`src/rtl/snake_pkg.sv`:
```
// snake_pkg: shared grid geometry and apple spawner state encoding
package snake_pkg;
  localparam int GRID_W = 64;
  localparam int GRID_H = 48;
  localparam int X_W = 7;
  localparam int Y_W = 6;
  typedef enum logic [2:0] {IDLE, DRAW, WAIT, SCAN, PEND} state_t;
endpackage

```
`src/rtl/apple_lfsr.sv`:
```
// apple_lfsr: free-running 16-bit Galois LFSR (mask B400) that reloads its seed if it ever locks at zero
module apple_lfsr #(
  parameter logic [15:0] SEED = 16'hACE1
) (
  input  logic        pclk,
  input  logic        rst,
  output logic [15:0] o_lfsr
);
  logic [15:0] r_lfsr;
  logic [15:0] w_next;
  assign w_next = r_lfsr == '0 ? SEED : {1'b0, r_lfsr[15:1]} ^ (r_lfsr[0] ? 16'hB400 : 16'h0000);
  assign o_lfsr = r_lfsr;
  always_ff @(posedge pclk) r_lfsr <= rst ? SEED : w_next;
endmodule

```
`src/rtl/apple_spawner.sv`:
```
// apple_spawner: picks a free grid cell for the apple and commits it at a vblank rise; APPLE_GOLDEN_EN adds apple_golden
module apple_spawner #(
  parameter int          GRID_W    = snake_pkg::GRID_W,
  parameter int          GRID_H    = snake_pkg::GRID_H,
  parameter logic [15:0] LFSR_SEED = 16'hACE1,
  parameter int          MAX_TRIES = 16
) (
  input  logic       pclk,
  input  logic       rst,
  input  logic       start,
  input  logic       eaten,
  input  logic       vblnk_in,
  output logic       occ_req,
  output logic [6:0] occ_x,
  output logic [5:0] occ_y,
  input  logic       occ_hit,
  output logic [6:0] apple_x,
  output logic [5:0] apple_y,
  output logic       apple_valid,
  output logic       busy,
  output logic       board_full
`ifdef APPLE_GOLDEN_EN
  ,
  output logic       apple_golden
`endif
);
  import snake_pkg::*;
  localparam int T_W = $clog2(MAX_TRIES + 1);
  state_t           r_state;
  logic [T_W-1:0]   r_tries;
  logic [X_W-1:0]   r_sx;
  logic [Y_W-1:0]   r_sy;
  logic             r_scan;
  logic             r_vprev;
  logic [15:0]      w_lfsr;
  logic [X_W-1:0]   w_cx;
  logic [Y_W-1:0]   w_cy;
  logic             w_oob;
  logic             w_last;
  logic             w_commit;
  logic             w_unused;
  apple_lfsr #(.SEED(LFSR_SEED)) u_lfsr (
    .pclk   (pclk),
    .rst    (rst),
    .o_lfsr (w_lfsr)
  );
  assign w_cx     = w_lfsr[6:0];
  assign w_cy     = w_lfsr[13:8];
  assign w_unused = ^{w_lfsr[15:14], w_lfsr[7]};
  assign w_oob    = int'(w_cx) >= GRID_W || int'(w_cy) >= GRID_H;
  assign w_last   = r_sx == X_W'(GRID_W - 1) && r_sy == Y_W'(GRID_H - 1);
  assign w_commit = r_state == PEND && vblnk_in && !r_vprev;
  always_ff @(posedge pclk) begin
    r_vprev <= rst ? 1'b0 : vblnk_in;
    occ_req <= 1'b0;
    if (rst) begin
      r_state     <= IDLE;
      r_tries     <= '0;
      r_sx        <= '0;
      r_sy        <= '0;
      r_scan      <= 1'b0;
      occ_x       <= '0;
      occ_y       <= '0;
      apple_x     <= '0;
      apple_y     <= '0;
      apple_valid <= 1'b0;
      busy        <= 1'b0;
      board_full  <= 1'b0;
    end else if (start) begin
      r_state     <= DRAW;
      r_tries     <= '0;
      apple_valid <= 1'b0;
      board_full  <= 1'b0;
      busy        <= 1'b1;
    end else begin
      case (r_state)
        IDLE: if (eaten && apple_valid) begin
          apple_valid <= 1'b0;
          busy        <= 1'b1;
          r_tries     <= '0;
          r_state     <= DRAW;
        end
        DRAW: if (r_tries == T_W'(MAX_TRIES)) begin
          r_sx    <= '0;
          r_sy    <= '0;
          r_state <= SCAN;
        end else if (w_oob) begin
          r_tries <= r_tries + 1'b1;
        end else begin
          occ_req <= 1'b1;
          occ_x   <= w_cx;
          occ_y   <= w_cy;
          r_scan  <= 1'b0;
          r_state <= WAIT;
        end
        SCAN: begin
          occ_req <= 1'b1;
          occ_x   <= r_sx;
          occ_y   <= r_sy;
          r_scan  <= 1'b1;
          r_state <= WAIT;
        end
        WAIT: if (!occ_hit) begin
          r_state <= PEND;
        end else if (!r_scan) begin
          r_tries <= r_tries + 1'b1;
          r_state <= DRAW;
        end else if (w_last) begin
          board_full  <= 1'b1;
          busy        <= 1'b0;
          apple_valid <= 1'b0;
          r_state     <= IDLE;
        end else begin
          r_sx    <= r_sx == X_W'(GRID_W - 1) ? '0 : r_sx + 1'b1;
          r_sy    <= r_sx == X_W'(GRID_W - 1) ? r_sy + 1'b1 : r_sy;
          r_state <= SCAN;
        end
        PEND: if (w_commit) begin
          apple_x     <= occ_x;
          apple_y     <= occ_y;
          apple_valid <= 1'b1;
          busy        <= 1'b0;
          r_state     <= IDLE;
        end
        default: r_state <= IDLE;
      endcase
    end
  end
`ifdef APPLE_GOLDEN_EN
  logic [2:0] r_gcnt;
  always_ff @(posedge pclk) begin
    if (rst) begin
      r_gcnt       <= '0;
      apple_golden <= 1'b0;
    end else if (start) begin
      r_gcnt <= '0;
    end else if (w_commit) begin
      apple_golden <= r_gcnt == 3'd7;
      r_gcnt       <= r_gcnt + 1'b1;
    end
  end
`endif
endmodule
```
`config.mk`:
```
export PLATFORM = sky130hd
export DESIGN_NAME = apple_spawner
export DESIGN_NICKNAME = d
export VERILOG_FILES = /design/src/rtl/snake_pkg.sv /design/src/rtl/apple_lfsr.sv /design/src/rtl/apple_spawner.sv
export SDC_FILE = /design/constraint.sdc
export NUM_CORES = 1
export LEC_CHECK = 0
export BUFFER_PORTS_ARGS = -buffer_cell sky130_fd_sc_hd__buf_2
export CAP_MARGIN = 20
export CORE_ASPECT_RATIO = 1.5
export CORE_MARGIN = 8
export CORE_UTILIZATION = 50
export DETAILED_ROUTE_END_ITERATION = 8
export GPL_TIMING_DRIVEN = 0
export PLACE_DENSITY = 0.7
export SLEW_MARGIN = 20
export SYNTH_ARGS = -nofsm -noshare
export SYNTH_HDL_FRONTEND = slang
export SYNTH_SLANG_ARGS = --single-unit
```
`constraint.sdc`:
```
create_clock -name pclk -period 2.37 [get_ports pclk]
set_input_delay 0.1185 -clock pclk [delete_from_list [all_inputs] [get_ports pclk]]
set_output_delay 0.1185 -clock pclk [all_outputs]
set_load 0.03 [all_outputs]
```
# Word level (Yosys, flattened, before mapping)
# Index checks and enable logic that the tools add are counted.
dict set report word_totals {
  register_bits 69
  inputBits 6
  wordCells 124
}
dict set report classes {
  add_sub_neg 3
  magnitude_cmp 2
  n_eq_ne 26
  mux 50
  bitwise 2
  n_reduce_logical 25
}
# op n
set op_table {}
lappend op_table {{7-bit 2-to-1 mux} 7}
lappend op_table {{6-bit 2-to-1 mux} 7}
lappend op_table {{7-bit one-hot mux with 2 select lines} 2}
lappend op_table {{5-bit 2-to-1 mux} 5}
lappend op_table {{2-bit != test, second input constant} 12}
lappend op_table {{6-bit one-hot mux with 2 select lines} 2}
lappend op_table {{6-bit AND reduction} 4}
lappend op_table {{3-bit != test, second input constant} 6}
lappend op_table {{16-bit zero test} 1}
lappend op_table {{16-bit 2-to-1 mux} 1}
lappend op_table {{15-bit by 16-bit XOR with 16-bit output} 1}
lappend op_table {{3-bit 2-to-1 mux} 5}
lappend op_table {{3-bit one-hot mux with 5 select lines} 1}
lappend op_table {{5-bit one-hot mux with 3 select lines} 1}
lappend op_table {{1-bit 2-to-1 mux} 13}
lappend op_table {{3-bit AND reduction} 3}
lappend op_table {{4-bit AND reduction} 2}
lappend op_table {{7-bit by 1-bit adder with 7-bit output, second input constant} 1}
lappend op_table {{7-bit by 6-bit equality test with 1-bit output, second input constant} 1}
lappend op_table {{7-bit >= comparator, second input constant} 1}
lappend op_table {{7-bit AND reduction} 1}
lappend op_table {{6-bit by 1-bit adder with 6-bit output, second input constant} 1}
lappend op_table {{3-bit by 2-bit equality test with 1-bit output, second input constant} 2}
lappend op_table {{6-bit equality test, second input constant} 1}
lappend op_table {{18 further kinds} 27}

# Longest topological paths before layout
# Gate-level depths: netlist of run 1.
dict set report depth {
  depth_word 7
  mapped_depth 8
}

# Modules after synthesis
# Synthesis of run 1 repeated with hierarchy kept, for this count alone.
dict set report unflattened {
  cells_unflattened 319
  hier_area_um2 2994.1
}
# mod instances cells_per_inst area_each_um2 seq_area_each_um2
set modules_own_cells {}
lappend modules_own_cells {apple_spawner 1 278 2494.9 1061.0}
lappend modules_own_cells {apple_lfsr 1 41 499.2 320.3}

# Worst setup path after synthesis of run 1
# Ideal clock, no wire load.
dict set report synth_timing {
  path_kind {register to register}
  start {register r_sx[0]}
  end {register r_sy[5]}
  setup_ns 0.071
  t_arrival_ns 1.823
  required_time_ns 2.299
  setup_slack_ns 0.476
  path_stages_with_launch 7
  n_path_buf 0
  synth_period_minus_slack_ns 1.894
  cell_sequence {dfxtp_1 > ha_1 > and4_4 > nand2b_4 > o31a_1 > or4_1 > a21oi_1}
}
dict set report synth_between {
  elab_chain_cells 4
  elab_cells_between_ends 5
  classes_between {eq/ne (3); reduce/logical (2)}
}
# item line
set synth_rtl {}
lappend synth_rtl {{from (decl)} apple_spawner.sv:31} ;# logic [X_W-1:0] r_sx;
lappend synth_rtl {{from (signal assigned)} apple_spawner.sv:114} ;# r_sx <= r_sx == X_W'(GRID_W - 1) ? '0 : r_sx + 1'b1;
lappend synth_rtl {{7-bit by 6-bit equality test with 1-bit output *} {apple_spawner.sv:51, apple_spawner.sv:115}}
lappend synth_rtl {{1-bit logical AND} apple_spawner.sv:51} ;# assign w_last = r_sx == X_W'(GRID_W - 1) && r_sy == Y_W'(GRID_H - 1);
lappend synth_rtl {{2-bit != test (no source line)} n/a}
lappend synth_rtl {{7-bit AND reduction (no source line) *} n/a}
lappend synth_rtl {{to (signal assigned)} apple_spawner.sv:115} ;# r_sy <= r_sx == X_W'(GRID_W - 1) ? r_sy + 1'b1 : r_sy;
lappend synth_rtl {{to (decl)} apple_spawner.sv:32} ;# logic [Y_W-1:0] r_sy;
# Mark *: on every way between the ends. The rest lies on a longest branch, timed or not.
# A chain may end at the register's enable or synchronous reset.

# Worst setup path in the final report of run 1
dict set report layout_timing {
  start {register r_sx[0]}
  end {register r_sy[3]}
}
# The elaborated chain is that of the path after synthesis.

==> results of run 1 <==
path summary, 6_finish.rpt:
check             startpoint       to  slack [ns]  cells past startpoint
setup / recovery     r_sx[0]  r_sy[3]        0.22                      6
hold / removal      vblnk_in  r_vprev        0.02                      2
setup reg to reg     r_sx[0]  r_sy[3]        0.22                      6
hold reg to reg      r_sx[6]  r_sx[6]        0.45                      2
layout by cell type (no fill, tap or decap), drive strengths merged, types with 3 or more instances in the layout:
master,n
a211oi,14
a21oi,18
a31oi,3
and2,6
buf,41
clkbuf,20
dfxtp,69
ha,4
inv,5
mux2i,30
nand2,18
nand2b,15
nand3,9
nand4,4
nor2,45
nor2b,3
nor3,4
nor4,9
o21ai,7
o31ai,4
or3,3
or4,4
xnor2,3
critical path, cell delays in order (launching register included):
cell	delay, ns
dfxtp_1	0.41
ha_1	0.29
and4_4	0.27
nand2b_4	0.08
o31a_1	0.38
or4_1	0.49
a21oi_1	0.15
metal layers:
metal | vias up | share of wire, %
li1 | 1237 | -
met1 | 1176 | 43
met2 | 59 | 51
met3 | 8 | 5.0
met4 | 0 | 1.4
met5 | - | 0
per-stage QoR:
step / instances / hold WS (ns)
after floorplan: 319 / 0.2467
after global placement: 425 / 0.3661
after detailed placement: 425 / 0.3826
after CTS: 440 / 0.005461
after global routing: 440 / 0.02701
final: 440 / 0.01681
kinds of logic after synthesis:
family	Yosys count	synth area share (%)
simple gates	129	23.01
flops	69	46.37
compound gates	61	14.45
mux	30	10.08
buf+inv	21	2.940
xor+xnor	5	1.470
fa+ha+maj	4	1.680
sequential cells by signal, indices dropped and copies added (netlist names):
register	flops
board_full	1
busy	1
r_vprev	1
u_lfsr.o_lfsr	16
apple_y	6
r_scan	1
occ_req	1
apple_valid	1
occ_x	7
apple_x	7
occ_y	6
r_sx	7
r_sy	6
r_tries	5
r_state	3
layout make-up:
cell class | count | area [µm²]
Clock inverter | 4 | 25.02
Buffer | 16 | 68.82
Fill cell | 531 | 2374
Inverter | 5 | 18.77
Timing Repair Buffer | 34 | 170.2
Sequential cell | 69 | 1381
Multi-Input combinational cell | 229 | 1516
Tap cell | 72 | 90.09
Clock buffer | 11 | 141.4
power by group through the flow:
stage	Clock (µW)	Combinational [µW]	Sequential, µW
floorplan	0	109	1250
global placement	0	169	1240
detailed placement	0	171	1250
CTS	838	172	1220
global route	887	188	1220
finish	813	172	1220
==> impl_metrics.ini, run 1 <==
[sta]
finalSetupViolCount = 0
slew_violations = 0
slew-limit-headroom_pct = 60.72
tightest_slew_ns = 0.5879
period_minus_slack_ns = 2.154
fin_ws_ns = 0.2156
rsz0062_at_grt = no
fin_worst_skew_ns = 0.009553
hold_viol_final = 0
tns_ns = 0
fmax_mhz = 464.2
period_share_pct = 90.90

[synthesis]
synth.net_count = 329
synth_cell_type_count = 47
synth-seq-cells = 69
synth_area_leader_cell = dfxtp_1
post-synth-top-area-fraction_pct = 46.37
yosysSeqAreaShare_pct = 46.37
ys.flop_type = dfxtp_1
synth_area_leaders = dfxtp_1 (46%), mux2i_1 (10%), nor2_1 (5.7%), a211oi_1 (3.5%), a21oi_1 (3.0%)
syn_area_per_cell_um2 = 9.339
netlist_instances = 319
async_reset_ff_share_pct = 0
syn_area_um2 = 2979
synth_edf_count = 0
yosys.cell_count.top_type = dfxtp_1
yosysWarnings = 0
ys_top_cells_by_count = dfxtp_1 (69), nor2_1 (45), mux2i_1 (30)

[power_and_ir_drop]
p_int_uw = 1652
p_sw_uw = 552.3
leakage_uw = 0.001494
total_power_uw = 2204
p_sw_share_pct = 25.06
p_comb_share_pct = 7.8
pwr_density_cell_nw_per_um2 = 646.1
power_frac_seq_pct = 55.3
clockPowerShare_pct = 36.9
vdd_drop_max_mv = 0.3205

[global_route]
busiest_layer = met2
use_met2_pct = 26.53
grt_pass1_vias = 2289
grtUsageMet3_pct = 4.302
grt_overflow = 0
met1_usage_pct = 18.13
antenna_found_initial = 0
grt_pass1_wl_um = 11240
grt_use_total_pct = 15.76
grt_start_max_net_pins = 12

[clock_network]
cts_hold_buffers = 0
cts.clk_slew.worst_paths_ns = 0.07
cts_setup_buffers = 0
cts.path.max_buffers = 2
post_cts_resized = 0
root_buffer = clkbuf_8
tritoncts = built
numCtsBuffers = 9
clock_sinks = 69
htree_num_levels = 3
clk_latency_ns = 0.34

[floorplanning]
die_h_um = 110.5
die-width_um = 79.03
ios = 36
die-area_um2 = 8735
rows = 34
start_util_pct = 51.49
core_area_um2 = 5786

[placed_design]
gp_congestion = 0.9165
port_buffers = 34
dp_slack_ns = 0.1497
dpl_cell_area_um2 = 3239
dp_hpwl_um = 5110

[final_layout]
drive_gt1_share_pct = 17.93
utilization_pct = 58.97
nets = 374
area_growth_pct = 14.53
stdcell_area_um2 = 3412
diodes = 0

[setup_path]
end_kind = flop
cp-start-kind = flop
crit_fanout = 9
cp.arrival_ns = 2.42
critPathRequiredTime_ns = 2.64
critical_path_class = reg2reg

[drt]
drt_wl_total_um = 6789
drtAntennaViolNets = 0
wl_per_cell_um = 15.43
vias = 2480
via_per_inst = 5.636
drc = 0
drtIter0Drc = 143
drt-pass1-iter-count = 4

[status]
status = complete, no violations

[hold_path]
holdCritPathClass = in2reg

[job]
max-cap-violations = 0
(Power assumes the default switching activity.)
==> inputs of run 2 (changes only) <==
--- a/config.mk
+++ b/config.mk
@@ -5,6 +5,7 @@
 export SDC_FILE = /design/constraint.sdc
 export NUM_CORES = 1
 export LEC_CHECK = 0
+export ABC_AREA = 0
 export BUFFER_PORTS_ARGS = -buffer_cell sky130_fd_sc_hd__buf_2
 export CAP_MARGIN = 20
 export CORE_ASPECT_RATIO = 1.5
@@ -16,4 +17,5 @@
 export SLEW_MARGIN = 20
 export SYNTH_ARGS = -nofsm -noshare
 export SYNTH_HDL_FRONTEND = slang
+export SYNTH_HIERARCHICAL = 1
 export SYNTH_SLANG_ARGS = --single-unit
==> run 2 against run 1 <==
Net effect: via count grew 1.3%; largest power group unchanged; non-clock buffer count is the same; count of clock-buffer cells in the layout shrank 1; routed wire length grew 3.9%.
==> impl_metrics.ini, run 2 <==
[clock_network]
cts_hold_buffers = 0
cts.path.max_buffers = 2
clk_latency_ns = 0.34
htree_num_levels = 3
clock_sinks = 69
cts.clk_slew.worst_paths_ns = 0.07
numCtsBuffers = 9
tritoncts = built
root_buffer = clkbuf_8

[final_layout]
ff_latch_area_um2 = 1381
area_growth_pct = 16.63
mostFrequentLayoutCell = dfxtp_1
diodes = 0
nets = 374
nFillCells = 525
largest_reg_flops = 16
most-common-layout-cells = dfxtp_1 (69), nor2_1 (49), buf_2 (37), mux2i_1 (26), nand2_1 (15)
multiInputGateArea_um2 = 1503
drive_gt1_share_pct = 18.97

[sta]
tightest_slew_ns = 0.5988
tns_ns = 0
finalSetupViolCount = 0
slew_violations = 0
slew-limit-headroom_pct = 59.75
period_share_pct = 91.31
rsz0062_at_grt = no
hold_viol_final = 0
fmax_mhz = 462.1
period_minus_slack_ns = 2.164
fin_worst_skew_ns = 0.01004
holdWs_ns = 0.01495

[synthesis]
ys.flop_type = dfxtp_1
synth_cell_type_count = 52
synth-seq-cells = 69
netlist_instances = 319
synth_xor_area_share_pct = 2.048
synth_simple_gate_area_share_pct = 23.82
post-synth-top-area-fraction_pct = 46.13
synth_area_leader_cell = dfxtp_1
synth.net_count = 329
synth_compound_area_share_pct = 13.75
yosysWarnings = 6
syn_area_um2 = 2994
syn_area_per_cell_um2 = 9.386
yosysSeqAreaShare_pct = 46.13
synthMuxAreaShare_pct = 8.692
ys_top_cells_by_count = dfxtp_1 (69), nor2_1 (49), mux2i_1 (26)
synth_adder_area_share_pct = 1.672
yosys.cell_count.top_type = dfxtp_1
synth_top_family_by_area = simple AND/OR/NAND/NOR gates
synth_edf_count = 0
async_reset_ff_share_pct = 0
synth_area_leaders = dfxtp_1 (46%), mux2i_1 (8.7%), nor2_1 (6.1%), a211oi_1 (2.8%), or3_1 (2.7%)

[drt]
vias = 2511
drt_wl_total_um = 7055
drt-pass1-iter-count = 6
drtIter0Drc = 182
wl_per_cell_um = 16.00
wl_met3_um = 376
met1_length_um = 2931
routed.top_layer = met4
drtAntennaViolNets = 0
via_per_inst = 5.694
drc = 0
wl_met2_um = 3597

[floorplanning]
core_area_um2 = 5786
die_h_um = 110.8
start_util_pct = 51.75
die-area_um2 = 8772
rows = 34
ios = 36
die-width_um = 79.19

[power_and_ir_drop]
p_comb_share_pct = 6.9
leakage_uw = 0.001523
p_sw_share_pct = 24.08
total_power_uw = 2479
pwr_density_cell_nw_per_um2 = 710.0
clockPowerShare_pct = 43.7
p_sw_uw = 597.0
p_int_uw = 1882
power_frac_seq_pct = 49.4
vdd_drop_max_mv = 0.4733

[placed_design]
gp_congestion = 0.8350
port_buffers = 34
dp_hpwl_um = 5285

[global_route]
antenna_found_initial = 0
grt_pass1_wl_um = 11860
grt_overflow = 0
grt_use_total_pct = 16.59
grt_start_max_net_pins = 14
grt_pass1_vias = 2463

[setup_path]
cp.arrival_ns = 2.37
r2r_slack_ns = 0.21
cp-start-kind = flop
critPathRequiredTime_ns = 2.58
end_kind = flop
critical_path_class = reg2reg
crit_fanout = 7

[job]
max-cap-violations = 0

[status]
status = complete, no violations

[hold_path]
holdCritPathClass = in2reg
## run 2: power groups by stage
stage	logic [µW]	clock network (µW)	registers, µW
2_1_floorplan	107	0	1260
4_1_cts	171	1100	1220
6_report	172	1080	1220
3_3_place_gp	167	0	1250
5_1_grt	193	1150	1230
3_5_place_dp	169	0	1250
## run 2: critical path, cell delays in order (launching register included)
cell and delay, ns:
dfxtp_1 0.38, ha_1 0.21, nand3_2 0.19, nor4_2 0.62, o2111ai_1 0.23, a221oi_1 0.33
nor2_1 0.07
## run 2: cell type report
class                   instances  area share [%]
repair buffers                 34           4.873
flip-flops and latches         69           39.56
clock buffers                  10           3.941
clock inverters                 6           2.651
plain buffers                  16           2.401
inverters                       9          0.9674
well taps                      72           2.580
multi-input cells             225           43.03
## run 2: cells by family (layout without fill, tap and decap cells)
logic type	count (synthesis)	count (layout)
AO/OA/AOI/OAI	57	57
XOR/XNOR	7	7
adder cells (fa/ha/maj)	4	4
buffers and inverters	25	75
flip-flops	69	69
multiplexers	26	26
AND/OR/NAND/NOR	131	131
## run 2: timing repair
| item | CTS | global route |
|---|---|---|
| gates resized for setup | 0 | 3 |
| setup buffers | 0 | 0 |
| setup endpoints to repair | 0 | 10 |
## run 2: worst paths after layout
| path | from | endpoint | cells after the start |
|---|---|---|---|
| max | r_sx[0] | busy | 6 |
| min | vblnk_in | r_vprev | 2 |
| max reg2reg | r_sx[0] | busy | 6 |
| min reg2reg | u_lfsr/o_lfsr[7] | u_lfsr/o_lfsr[6] | 1 |
## run 2: metrics by stage
| stage | worst slack, ns | utilization, % | cell area [µm²] | cells |
|---|---|---|---|---|
| 3_5_place_dp | 0.06260 | 56.25 | 3254 | 425 |
| 2_1_floorplan | 0.5242 | - | 2994 | 319 |
| 3_3_place_gp | 0.1422 | 56.25 | 3254 | 425 |
| 6_report | 0.2060 | 60.36 | 3492 | 441 |
| 5_1_grt | 0.05936 | 60.36 | 3492 | 441 |
| 4_1_cts | 0.04532 | 60.23 | 3485 | 441 |
## run 2: metal layers
metal	vias up	global-route usage, %
met5	-	0
met4	0	6.832
met3	12	3.734
met2	53	28.62
met1	1212	18.77
li1	1234	-
==> inputs of run 3 (changes only) <==
--- a/config.mk
+++ b/config.mk
@@ -8,7 +8,7 @@
 export ABC_AREA = 0
 export BUFFER_PORTS_ARGS = -buffer_cell sky130_fd_sc_hd__buf_2
 export CAP_MARGIN = 20
-export CORE_ASPECT_RATIO = 1.5
+export CORE_ASPECT_RATIO = 1.4
 export CORE_MARGIN = 8
 export CORE_UTILIZATION = 50
 export DETAILED_ROUTE_END_ITERATION = 8
==> run 3 against run 2 <==
Net effect: count of clock-buffer cells in the layout fell by 1; flip-flop and latch count unchanged; global-route usage grew 0.16 points; critical path depth is 1 higher; utilization decreased by 0.83 points; non-clock buffer count is 1 higher; via count shrank 2.0%; total power is 5.6% lower.
==> impl_metrics.ini, run 3 (same netlist as run 2, synthesis figures left out) <==
[final_layout]
most-common-layout-cells = dfxtp_1 (69), nor2_1 (49), buf_2 (37), mux2i_1 (26), nand2_1 (15)
area_growth_pct = 15.75
diodes = 0
largest_reg_flops = 16
nets = 375
final_cells = 440
nFillCells = 557
drive_gt1_share_pct = 18.65
mostFrequentLayoutCell = dfxtp_1

[placed_design]
port_buffers = 34
placed_cells = 423
dp_slack_ns = 0.1229
dp_hpwl_um = 5221
gp_congestion = 0.8395

[global_route]
grt_overflow = 0
grt_start_max_net_pins = 14
antenna_found_initial = 0
grt_pass1_vias = 2400
grt_pass1_wl_um = 11460
grt_use_total_pct = 16.75

[setup_path]
cp-start-kind = flop
crit_slowest_cell = or4bb_1
max_stage_delay_ns = 0.47
r2r_slack_ns = 0.21
crit_family = simple AND/OR/NAND/NOR gates
end_kind = flop
path_cells = inv_1 > ha_1 > or4bb_1 > nor3_1 > o221ai_2 > or3_1 > a21oi_1
cp.arrival_ns = 2.44
crit_fanout = 7
path_buf_inv = 1
critical_path_class = reg2reg
critPathRequiredTime_ns = 2.65

[floorplanning]
rows = 33
ios = 36
die-area_um2 = 8755
start_util_pct = 51.43
core_area_um2 = 5822
die_h_um = 107.6
die-width_um = 81.40

[power_and_ir_drop]
vdd_drop_max_mv = 0.4277
leakage_uw = 0.001514
total_power_uw = 2341
pwr_density_cell_nw_per_um2 = 675.5

[job]
max-cap-violations = 0

[clock_network]
tritoncts = built
numCtsBuffers = 9
clk_latency_ns = 0.35
htree_num_levels = 3
cts_setup_buffers = 0
root_buffer = clkbuf_8
cts.path.max_buffers = 2
cts.clk_slew.worst_paths_ns = 0.08
clock_sinks = 69

[drt]
drt-pass1-iter-count = 4
via_per_inst = 5.595
drt_wl_total_um = 6859
drtAntennaViolNets = 0
drc = 0
drtIter0Drc = 137
vias = 2462
wl_per_cell_um = 15.59

[sta]
holdWs_ns = 0.06981
period_share_pct = 91.25
slew_violations = 0
finalSetupViolCount = 0
rsz0062_at_grt = yes
fin_ws_ns = 0.2073
slew-limit-headroom_pct = 62.31
fmax_mhz = 462.4
fin_worst_skew_ns = 0.01058
hold_viol_final = 0
tightest_slew_ns = 0.5654
tns_ns = 0
period_minus_slack_ns = 2.163

[hold_path]
holdCritPathClass = in2reg

[status]
status = complete, no violations
-- run 3: cell types whose count changed in the layout (fill, tap and decap cells not counted), sizes merged --
cell | previous run | this run
clkinv | 0 | 4
bufinv | 2 | 1
inv | 11 | 10
clkbuf | 20 | 19
clkinvlp | 2 | 1
dlygate4sd3 | 0 | 1
-- run 3: cell type report --
cell class	count	area, µm²	area share [%]
Buffer	16	82.58	2.383
Timing Repair Buffer	35	180.2	5.199
Sequential cell	69	1381	39.86
Multi-Input combinational cell	225	1503	43.36
Tap cell	70	87.58	2.527
Clock inverter	7	73.82	2.130
Inverter	9	33.78	0.9747
Clock buffer	9	123.9	3.574
-- run 3: worst reg2reg max path, cell delays in order (launching register included) --
cell and delay [ns]:
dfxtp_1 0.32, inv_1 0.09, ha_1 0.17, or4bb_1 0.47, nor3_1 0.34, o221ai_2 0.22, or3_1 0.34, a21oi_1 0.15
-- run 3: routing by layer --
| metal | routed length (µm) | GRT usage [%] | share of wire (%) |
|---|---|---|---|
| met5 | 0 | 0 | 0 |
| met1 | 2868 | 18.66 | 42 |
| met3 | 369 | 3.428 | 5.4 |
| met4 | 133 | 7.436 | 1.9 |
| met2 | 3489 | 29.32 | 51 |
-- run 3: worst paths after layout --
path	to	from	depth (start not counted)
worst max-delay path	r_sy[2]	r_tries[0]	7
worst max register to register	r_sy[2]	r_tries[0]	7
worst min-delay path	u_lfsr/o_lfsr[5]	rst	2
worst min register to register	r_sx[6]	r_sx[6]	1
-- run 3: where the power goes --
group / internal (µW) / total, µW / leakage, µW / switching, µW
Sequential: 1190 / 1220 / 0.000562 / 32.1
Clock: 489 / 945 / 0.0000996 / 456
Combinational: 63.4 / 172 / 0.000853 / 109
-- run 3: per-stage QoR --
| stage | utilization [%] | cell area, µm² |
|---|---|---|
| 4_1_cts | 59.42 | 3460 |
| 6_report | 59.53 | 3466 |
| 3_3_place_gp | 55.86 | 3252 |
| 2_1_floorplan | - | 2994 |
| 3_5_place_dp | 55.86 | 3252 |
| 5_1_grt | 59.53 | 3466 |
-- run 3: repair_timing --
action                     4_1_cts  5_1_grt
gates resized for setup          0        1
hold buffers                     1        0
setup endpoints to repair        0       12
hold endpoints to repair         1        0
